File: src/rtl/diaosi_types_pkg.sv
// diaosi_types_pkg: shared PC source and fetch state encodings
package diaosi_types_pkg;
    typedef enum logic [1:0] {
        PC_4  = 2'b00,
        PC_BR = 2'b01,
        PC_J  = 2'b10,
        PC_JR = 2'b11
    } PCSrc_t;

    typedef enum logic [1:0] {
        BOOT  = 2'b00,
        FETCH = 2'b01,
        IWAIT = 2'b10,
        HALT  = 2'b11
    } fetch_state_t;
endpackage

File: src/rtl/sat_counter.sv
// sat_counter: up counter that sticks at all-ones, with synchronous clear
module sat_counter #(
    parameter int W = 32
) (
    input  logic         clk,
    input  logic         clr,
    input  logic         inc,
    output logic [W-1:0] q
);
    always_ff @(posedge clk)
        q <= clr ? '0 : (inc && !(&q)) ? q + 1'b1 : q;
endmodule

File: src/rtl/pc_fetch_ctrl.sv
// pc_fetch_ctrl: PC update/source arbitration with memory and hazard stalls
module pc_fetch_ctrl
    import diaosi_types_pkg::*;
#(
    parameter int CNT_W = 32
) (
    input  logic             CLK,
    input  logic             rst,
    input  logic             ihit,
    input  logic             dmem_req,
    input  logic             dhit,
    input  logic             load_use_stall,
    input  logic             jump_req,
    input  logic             branch_taken,
    input  logic             jr_req,
    input  logic             halt,
    output logic             pc_next,
    output logic [1:0]       PCSrc,
    output logic             flush_ifid,
    output logic             flush_idex,
    output logic             iREN,
    output logic             halted,
    output logic [CNT_W-1:0] stall_cnt,
    output logic [CNT_W-1:0] redirect_cnt
);
    fetch_state_t state, state_n;
    PCSrc_t       src;
    logic         active, mem_block;

    assign active    = state == FETCH || state == IWAIT;
    assign mem_block = dmem_req && !dhit;
    // an EX redirect beats a load-use stall since the held ID instruction is wrong-path
    assign pc_next   = active && !halt && ihit && !mem_block &&
                       (!load_use_stall || jr_req || branch_taken);
    assign src       = !active      ? PC_4  :
                       jr_req       ? PC_JR :
                       branch_taken ? PC_BR :
                       jump_req     ? PC_J  : PC_4;
    assign PCSrc      = src;
    assign flush_ifid = pc_next && src != PC_4;
    assign flush_idex = pc_next && (src == PC_JR || src == PC_BR);
    assign iREN       = active;

    always_comb begin
        state_n = state;
        case (state)
            BOOT:    state_n = FETCH;
            FETCH:   state_n = halt ? HALT : !ihit ? IWAIT : FETCH;
            IWAIT:   state_n = halt ? HALT : ihit ? FETCH : IWAIT;
            default: state_n = HALT;
        endcase
    end

    always_ff @(posedge CLK) begin
        if (rst) begin
            state  <= BOOT;
            halted <= 1'b0;
        end else begin
            state  <= state_n;
            halted <= state_n == HALT;
        end
    end

    sat_counter #(.W(CNT_W)) u_stall_cnt (
        .clk (CLK),
        .clr (rst),
        .inc (active && !pc_next),
        .q   (stall_cnt)
    );

    sat_counter #(.W(CNT_W)) u_redirect_cnt (
        .clk (CLK),
        .clr (rst),
        .inc (flush_ifid),
        .q   (redirect_cnt)
    );
endmodule

File: config.mk
export PLATFORM = sky130hd
export DESIGN_NAME = pc_fetch_ctrl
export DESIGN_NICKNAME = d
export VERILOG_FILES = /design/src/rtl/diaosi_types_pkg.sv /design/src/rtl/sat_counter.sv /design/src/rtl/pc_fetch_ctrl.sv
export SDC_FILE = /design/constraint.sdc
export NUM_CORES = 1
export LEC_CHECK = 0
export ABC_AREA = 1
export CORE_MARGIN = 2
export CORE_UTILIZATION = 57
export CTS_CLUSTER_SIZE = 10
export DETAILED_ROUTE_END_ITERATION = 10
export PLACE_DENSITY = 0.84
export REMOVE_ABC_BUFFERS = 1
export SYNTH_ARGS = -nofsm -noshare
export SYNTH_HDL_FRONTEND = slang
export SYNTH_SLANG_ARGS = --single-unit
File: constraint.sdc
create_clock -name CLK -period 3.7 [get_ports CLK]
set_input_delay 0.555 -clock CLK [delete_from_list [all_inputs] [get_ports CLK]]
set_output_delay 0.555 -clock CLK [all_outputs]
set_load 0.01 [all_outputs]
==> results of run 1 <==
==> metal layers <==
metal / GRT usage (%) / share of wire, %
met5: 0 / 0
met4: 11.4 / 2.3
met3: 5.03 / 5.9
met2: 50.6 / 50
met1: 32.5 / 42
==> tightest hold or removal path, cell delays in order (launching register included) <==
cell	delay (ns)
dfxtp_1	0.35
nand2_1	0.08
a21oi_1	0.05
==> power by group through the flow <==
stage | sequential [mW] | combinational [mW] | clock [mW]
after global placement | 0.783 | 0.395 | 0
after CTS | 0.769 | 0.413 | 0.628
final | 0.769 | 0.416 | 0.624
after floorplan | 0.791 | 0.238 | 0
after detailed placement | 0.785 | 0.412 | 0
after global routing | 0.773 | 0.459 | 0.666
==> sequential cells by signal, summed over array words and instances (netlist names) <==
signal	cells
state	2
u_redirect_cnt.q	32
halted	1
u_stall_cnt.q	32
==> synth_stat cells (all sizes together) <==
library cell / number
ha: 4
nor2: 206
nand4: 3
nand3: 66
nand3b: 4
dfxtp: 67
clkinv: 1
xnor2: 1
and2: 1
a21oi: 58
clkbuf: 8
nor3: 1
buf: 13
nand2: 219
xor2: 6
o31ai: 1
inv: 59
nor2b: 1
o21ai: 1
==> final timing paths <==
check,from,to
worst min register to register,u_redirect_cnt.q[10],u_redirect_cnt.q[10]
worst max-delay path,state[0],flush_ifid
worst min-delay path,u_redirect_cnt.q[10],u_redirect_cnt.q[10]
worst max register to register,u_stall_cnt.q[0],u_stall_cnt.q[1]
==> per-stage QoR <==
| stage | instance area (µm²) | cells | setup WS, ns | utilization, % |
|---|---|---|---|---|
| global placement | 5030 | 881 | 1.02 | 69.7 |
| finish | 5230 | 896 | 0.823 | 72.4 |
| floorplan | 4070 | 699 | 1.40 | - |
| CTS | 5230 | 896 | 0.832 | 72.4 |
| detailed placement | 5030 | 881 | 0.938 | 69.7 |
| global route | 5230 | 896 | 0.654 | 72.4 |
==> cell families after synthesis <==
family / count (synthesis) / share of synthesized area [%]
buf+inv: 81 / 8.54
compound gates: 60 / 7.56
simple gates: 501 / 49.3
flops: 67 / 31.9
fa+ha+maj: 4 / 1.19
xor+xnor: 7 / 1.46
==> layout make-up <==
type / instances / area, µm²
Timing Repair Buffer: 83 / 836
Tap cell: 99 / 124
Inverter: 60 / 226
Clock buffer: 13 / 159
Multi-Input combinational cell: 572 / 2500
Fill cell: 632 / 1990
Sequential cell: 67 / 1340
Clock inverter: 2 / 35.0
==> out/metrics.yaml, run 1 <==
cts_tree: "done"
ys_warn_count: 0
layout.nets: 807
drtIter0Drc: 246
wirelength_um: 10900
dieArea_um2: 8080
syn_to_final_growth_pct: 24.3
critical_path_buf_inv_count: 4
critPathMaxFanout: 10
final_common_cell: "nand2_1"
cp.depth: 9
cts_num_sinks: 67
synth_cell_types: 27
slew_viol_final: 0
drt_first_pass_iters: 5
max_stage_delay_ns: 0.55
total_power_mw: 1.81
grt_pass1_wl_um: 19300
rsz0062_at_grt: "false"
seq_power_share_pct: 42.5
report.final.hold_viol_count: 0
drive_gt1_share_pct: 5.02
swShare_pct: 31.1
htreeDepth: 3
die_h_um: 89.9
core-area_um2: 7210
num_antenna_cells: 0
io-pin-count: 81
fin_hold_ws_ns: 0.530
reg2reg_depth: 10
worstPathCellList: "inv_1 > ha_1 > nand2_1 > nor2_1 > inv_1 > nor2_4 > nand2_2 > clkinv_2 > clkdlybuf4s50_1"
cp-end-kind: "primary output"
syn_inst: 720
critPathMostFrequentCell: "inv_1"
root_buffer: "clkbuf_8"
io_buffers: 80
numCtsBuffers: 9
hp-class: "reg2reg"
start_util_pct: 58.3
intPower_mw: 1.25
final.min_clock_period_ns: 2.88
cellPowerDensity_nw_per_um2: 346
p_leak_nw: 1.89
final_cell_mix: "nand2_1, nor2_1, clkdlybuf4s50_1, dfxtp_1, nand3_1"
power_frac_comb_pct: 23.0
holdPathStages: 2
tns_ns: 0
postCtsSetupBuffers: 0
crit_family: "buffers and inverters"
routedWlPerCell_um: 12.2
cp.required_ns: 3.14
ys_seq_area_share_pct: 31.9
grt_pass1_vias: 4496
synth.top_cells.by_area: "dfxtp_1, nand2_1, nor2_1"
fmax_mhz: 348
vias_per_cell: 5.24
clockBufferDepth: 2
rows: 31
setup_violations: 0
p_sw_mw: 0.563
clk_pin_slew_worst_paths_ns: 0.07
ant_nets: 0
overflow: 0
crit_type: "reg2out"
vias: 4697
tightestPinTransition_ns: 0.747
grt_start_max_net_pins: 40
avgSynthCellArea_um2: 5.84
drt_drc_violations_left: 0
maxCapViolations: 0
cts_resized: 0
critPathArrivalTime_ns: 2.32
vdd_drop_max_v: 0.000243
rrSetupSlack_ns: 1.25
yosys.area.top_type_share_pct: 31.9
dp_hpwl_um: 8090
netlist_area_um2: 4200
insertion_delay_ns: 0.34
synth-seq-cells: 67
fin_skew_ns: 0.0109
cts_hold_buf: 0
cp_slowest_cell: "clkdlybuf4s50_1"
clkPwrFrac_pct: 34.5
antenna_found_initial: 0
place.gp.congestion: 0.929
fin_crit_sh_pct: 77.8
cp-start-kind: "flip-flop"
maxSlewHeadroom_pct: 50.1
yosys.area.top_type: "dfxtp_1"
die_w_um: 89.9
track_usage_pct: 27.9
status: "finished, final reports clean"
Note: power is estimated with default switching activity, not from simulation.
==> run 2: changes to the inputs <==
--- a/config.mk
+++ b/config.mk
@@ -7,10 +7,10 @@
 export LEC_CHECK = 0
 export ABC_AREA = 1
 export CORE_MARGIN = 2
-export CORE_UTILIZATION = 57
+export CORE_UTILIZATION = 53
 export CTS_CLUSTER_SIZE = 10
 export DETAILED_ROUTE_END_ITERATION = 10
-export PLACE_DENSITY = 0.84
+export PLACE_DENSITY = 0.78
 export REMOVE_ABC_BUFFERS = 1
 export SYNTH_ARGS = -nofsm -noshare
 export SYNTH_HDL_FRONTEND = slang
==> constraint.sdc (replaced) <==
create_clock -name CLK -period 2.75 [get_ports CLK]
set_input_delay 0.4125 -clock CLK [delete_from_list [all_inputs] [get_ports CLK]]
set_output_delay 0.4125 -clock CLK [all_outputs]
set_load 0.01 [all_outputs]
==> out/metrics.yaml, run 2 (synthesized netlist as in run 1, its figures left out) <==
vias_per_cell: 5.19  # -1.0%
critical_path_buf_inv_count: 2  # -2
die_h_um: 93.1  # +3.5%
htreeDepth: 3  # unchanged
cp.required_ns: 2.34  # -0.80 ns
rows: 32  # +3.2%
ant_nets: 0  # unchanged
num_antenna_cells: 0  # unchanged
drive_gt1_share_pct: 6.10  # +1.1 points
numCtsBuffers: 9  # unchanged
cp-start-kind: "flip-flop"
p_leak_nw: 1.92  # +1.7%
wirelength_um: 11000  # +0.37%
seq_power_share_pct: 42.8  # +0.3 points
status: "finished, final reports clean"
final.min_clock_period_ns: 2.52
top_regs: "u_redirect_cnt.q x32, u_stall_cnt.q x32, state x2"
track_usage_pct: 26.9  # -1.1 points
hp-class: "reg2reg"
fmax_mhz: 397
cts_tree: "done"
fin_crit_sh_pct: 91.7
worstPathCellList: "inv_1 > ha_2 > nand2_1 > nor2_1 > nand3_1 > nor2_1 > clkdlybuf4s50_1"
tightestPinTransition_ns: 0.456  # -0.291 ns
fin_skew_ns: 0.00578  # -0.00512 ns
stdcell_area_um2: 5260  # +0.74%
start_util_pct: 54.7  # -3.6 points
clk_pin_slew_worst_paths_ns: 0.07  # about the same
drtIter0Drc: 175  # -29%
drt_drc_violations_left: 0  # unchanged
max_stage_delay_ns: 0.54  # about the same
postCtsSetupBuffers: 0  # unchanged
final_common_cell: "nand2_1"
rsz0062_at_grt: "false"
tns_ns: 0  # unchanged
io_buffers: 80  # unchanged
root_buffer: "clkbuf_8"
crit_type: "reg2out"
critPathMostFrequentCell: "nor2_1"
critPathMaxFanout: 6  # -4
cp_slowest_cell: "clkdlybuf4s50_1"
intPower_mw: 1.65  # +33%
placedInstanceArea_um2: 5060  # +0.57%
io-pin-count: 81  # unchanged
antenna_found_initial: 0  # unchanged
setup_violations: 0  # unchanged
stdcell_count: 905  # +1.0%
final_cell_mix: "nand2_1, nor2_1, clkdlybuf4s50_1, dfxtp_1, nand3_1"
dp_hpwl_um: 8210  # +1.5%
overflow: 0  # unchanged
routedWlPerCell_um: 12.1  # -0.62%
layout.nets: 812  # +0.62%
dp.cells: 889  # +0.91%
crit_family: "buffers and inverters"
core-area_um2: 7690  # +6.6%
total_power_mw: 2.42  # +34%
die_w_um: 93.1  # +3.5%
report.final.hold_viol_count: 0  # unchanged
place.gp.congestion: 0.917  # -1.3%
grt_start_max_net_pins: 43  # +7.5%
swShare_pct: 31.8  # +0.64 points
p_sw_mw: 0.769  # +37%
vias: 4696  # -0.021%
maxCapViolations: 0  # unchanged
grt_pass1_wl_um: 19100  # -1.1%
critPathArrivalTime_ns: 2.11  # -0.21 ns
insertion_delay_ns: 0.34  # about the same
final.setup.worst_slack_ns: 0.228  # -0.595 ns
clockBufferDepth: 2  # unchanged
vdd_drop_max_v: 0.000293  # +20%
cp-end-kind: "primary output"
final_util_pct: 68.5  # -4.0 points
power_frac_comb_pct: 23.6  # +0.6 points
clkPwrFrac_pct: 33.6  # -0.9 points
slew_viol_final: 0  # unchanged
grt_pass1_vias: 4441  # -1.2%
maxSlewHeadroom_pct: 69.5  # +19 points
syn_to_final_growth_pct: 25.2
dp_slack_ns: 0.292  # -0.646 ns
drt_first_pass_iters: 5  # unchanged
fin_hold_ws_ns: 0.533  # +0.00244 ns
cts_num_sinks: 67  # unchanged
dieArea_um2: 8660  # +7.2%
cellPowerDensity_nw_per_um2: 460  # +33%
[run 2: what timing repair did]
item | in CTS | in global routing
gates resized for setup | 0 | 2
endpoints found under the hold margin | 0 | 0
hold buffers | 0 | 0
setup endpoints to repair | 0 | 1
[run 2: worst paths after layout]
check / start / to / slack, ns / cells past startpoint
worst max-delay path: state[1] / flush_idex / 0.23 / 7
worst min-delay path: u_stall_cnt.q[22] / u_stall_cnt.q[22] / 0.53 / 2
worst max register to register: state[1] / u_stall_cnt.q[0] / 0.62 / 12
worst min register to register: u_stall_cnt.q[22] / u_stall_cnt.q[22] / 0.53 / 2
[run 2: layout make-up]
| type | count | area [µm²] |
|---|---|---|
| multi-input combinational | 572 | 2510 |
| clock buffer | 13 | 179 |
| fill | 756 | 2420 |
| timing repair buffer | 88 | 863 |
| sequential | 67 | 1340 |
| tap | 102 | 128 |
| inverter | 60 | 226 |
| clock inverter | 3 | 20.0 |
[run 2: per-layer routing]
metal / track usage (%) / vias to the layer above / share of wire, %
li1: - / 2408 / -
met1: 31.4 / 2121 / 44
met2: 47.7 / 135 / 48
met3: 5.00 / 32 / 4.6
met4: 11.9 / 0 / 3.2
met5: 0 / - / 0
[run 2: worst register-to-register path, cell delays in order, from the launching register on]
cell and delay, ns:
dfxtp_1 0.35, inv_1 0.05, ha_2 0.38, nand2_1 0.06, nor2_1 0.15, nand3_1 0.13, nand2_2 0.07, buf_4 0.28
inv_1 0.19, nand2_1 0.17, inv_1 0.07, nor2_1 0.10, nor2_1 0.04
[run 2: power by group through the flow]
stage	Clock [mW]	Combinational (mW)	Sequential [mW]
CTS	0.830	0.567	1.04
finish	0.813	0.572	1.04
detailed placement	0	0.564	1.06
global route	0.875	0.648	1.04
floorplan	0	0.321	1.06
global placement	0	0.547	1.06
==> run 3: changes to the inputs <==
--- a/config.mk
+++ b/config.mk
@@ -7,10 +7,10 @@
 export LEC_CHECK = 0
 export ABC_AREA = 1
 export CORE_MARGIN = 2
-export CORE_UTILIZATION = 53
+export CORE_UTILIZATION = 57
 export CTS_CLUSTER_SIZE = 10
 export DETAILED_ROUTE_END_ITERATION = 10
-export PLACE_DENSITY = 0.78
+export PLACE_DENSITY_LB_ADDON = 0.15
 export REMOVE_ABC_BUFFERS = 1
 export SYNTH_ARGS = -nofsm -noshare
 export SYNTH_HDL_FRONTEND = slang
==> constraint.sdc (replaced) <==
create_clock -name CLK -period 2.98 [get_ports CLK]
set_input_delay 0.447 -clock CLK [delete_from_list [all_inputs] [get_ports CLK]]
set_output_delay 0.447 -clock CLK [all_outputs]
set_load 0.01 [all_outputs]
==> out/metrics.yaml, run 3 (synthesized netlist as in run 1, its figures left out) <==
status: "finished, final reports clean"
max_stage_delay_ns: 0.55  # about the same
drt_first_pass_iters: 5  # unchanged
tns_ns: 0  # unchanged
core-area_um2: 7210  # -6.2%
postCtsSetupBuffers: 0  # unchanged
crit_type: "reg2out"
worstPathCellList: "inv_1 > ha_1 > nand2_1 > nor2_1 > inv_1 > nor2_4 > nand2_2 > clkinv_2 > clkdlybuf4s50_1"
cp_slowest_cell: "clkdlybuf4s50_1"
power_frac_comb_pct: 23.7  # about the same
cts_resized: 0  # unchanged
layout.nets: 811  # -0.12%
cp-start-kind: "flip-flop"
die_h_um: 89.9  # -3.4%
critPathMaxFanout: 10  # +4
insertion_delay_ns: 0.36  # +0.02 ns
cts_hold_buf: 0  # unchanged
io-pin-count: 81  # unchanged
holdPathEnd: "u_stall_cnt.q[3]"
crit_family: "buffers and inverters"
rows: 31  # -3.1%
place.gp.congestion: 0.920  # +0.34%
rr_endpoint: "u_stall_cnt.q[9]"
final_util_pct: 72.8  # +4.4 points
fin_skew_ns: 0.00940  # +0.00362 ns
fmax_mhz: 362
start_util_pct: 58.3  # +3.6 points
clockBufferDepth: 2  # unchanged
reg2reg_depth: 9  # -3
tightestPinTransition_ns: 0.452  # -0.00457 ns
overflow: 0  # unchanged
final_cell_mix: "nand2_1, nor2_1, clkdlybuf4s50_1, dfxtp_1, nand3_1"
vias_per_cell: 5.32  # +2.4%
maxCapViolations: 0  # unchanged
cts_num_sinks: 67  # unchanged
swShare_pct: 32.0  # +0.21 points
critical_path_buf_inv_count: 4  # +2
drive_gt1_share_pct: 5.74  # -0.37 points
critPathMostFrequentCell: "inv_1"
num_antenna_cells: 0  # unchanged
p_sw_mw: 0.722  # -6.1%
final_common_cell: "nand2_1"
cellPowerDensity_nw_per_um2: 430  # -6.6%
holdPathStages: 2  # unchanged
slew_viol_final: 0  # unchanged
ant_nets: 0  # unchanged
grt_pass1_wl_um: 19500  # +1.7%
drt_drc_violations_left: 0  # unchanged
track_usage_pct: 28.6  # +1.8 points
rsz0062_at_grt: "false"
report.final.hold_viol_count: 0  # unchanged
antenna_found_initial: 0  # unchanged
hp-class: "reg2reg"
seq_power_share_pct: 42.2  # -0.6 points
cp.depth: 9  # +2
dieArea_um2: 8080  # -6.7%
vdd_drop_max_v: 0.000423  # +44%
stdcell_count: 901  # -0.44%
cp.required_ns: 2.53  # +0.19 ns
r2r_start: "u_stall_cnt.q[0]"
worstHoldStart: "u_stall_cnt.q[3]"
htreeDepth: 3  # unchanged
numCtsBuffers: 9  # unchanged
grt_start_max_net_pins: 47  # +9.3%
vias: 4789  # +2.0%
top_regs: "u_redirect_cnt.q x32, u_stall_cnt.q x32, state x2"
syn_to_final_growth_pct: 25.0
clkPwrFrac_pct: 34.1  # +0.5 points
final.min_clock_period_ns: 2.76
drtIter0Drc: 249  # +42%
grt_pass1_vias: 4585  # +3.2%
dp.cells: 885  # -0.45%
fin_hold_ws_ns: 0.529  # -0.00379 ns
routedWlPerCell_um: 12.6  # +3.8%
clk_pin_slew_worst_paths_ns: 0.07  # about the same
maxSlewHeadroom_pct: 69.9  # +0.37 points
setup_violations: 0  # unchanged
root_buffer: "clkbuf_8"
intPower_mw: 1.54  # -7.0%
wirelength_um: 11400  # +3.3%
io_buffers: 80  # unchanged
fin_crit_sh_pct: 92.7
cts_tree: "done"
critPathArrivalTime_ns: 2.31  # +0.20 ns
dp_hpwl_um: 8160  # -0.54%
rrSetupSlack_ns: 0.82  # +0.20 ns
die_w_um: 89.9  # -3.4%
p_leak_nw: 1.90  # -0.81%
cp-end-kind: "primary output"
-- run 3: worst max path at each step --
stage                        startpoint             endpoint
floorplan           u_redirect_cnt.q[0]  u_redirect_cnt.q[1]
global placement                   ihit           flush_ifid
detailed placement                 ihit           flush_ifid
CTS                            state[1]           flush_ifid
global route                   state[1]           flush_ifid
finish                         state[0]           flush_ifid
-- run 3: final cells by class --
| cell class | instances | area [µm²] |
|---|---|---|
| clock inverters | 5 | 52.6 |
| inverters | 60 | 226 |
| flip-flops and latches | 67 | 1340 |
| clock buffers | 11 | 141 |
| multi-input cells | 572 | 2500 |
| repair buffers | 87 | 866 |
| well taps | 99 | 124 |
| fillers | 622 | 1960 |
-- run 3: through the flow --
| stage | power, mW | setup WS (ns) | cell area (µm²) |
|---|---|---|---|
| 6_report | 2.26 | 0.219 | 5260 |
| 5_1_grt | 2.37 | 0.0285 | 5260 |
| 4_1_cts | 2.26 | 0.217 | 5260 |
| 3_5_place_dp | 1.50 | 0.437 | 5060 |
| 3_3_place_gp | 1.48 | 0.504 | 5060 |
| 2_1_floorplan | 1.28 | 0.680 | 4070 |
-- run 3: metal layers --
layer / routed length [µm] / up-vias / share of wire [%] / global-route usage [%]
li1: - / 2398 / - / -
met1: 4600 / 2172 / 40 / 31.4
met2: 5850 / 195 / 52 / 52.7
met3: 717 / 24 / 6.3 / 6.37
met4: 191 / 0 / 1.7 / 12.9
met5: 0 / - / 0 / 0
-- run 3: worst min-delay path, delay by kind of cell (launching register included) --
kind,cells,cell delay [ns]
flops,1,0.35
simple gates,1,0.08
compound gates,1,0.06
-- run 3: power by group through the flow --
stage / Combinational, mW / Clock (mW) / Sequential (mW)
after floorplan: 0.296 / 0 / 0.982
after global placement: 0.508 / 0 / 0.972
after detailed placement: 0.530 / 0 / 0.975
after CTS: 0.532 / 0.778 / 0.954
after global routing: 0.595 / 0.820 / 0.959
final: 0.534 / 0.770 / 0.954
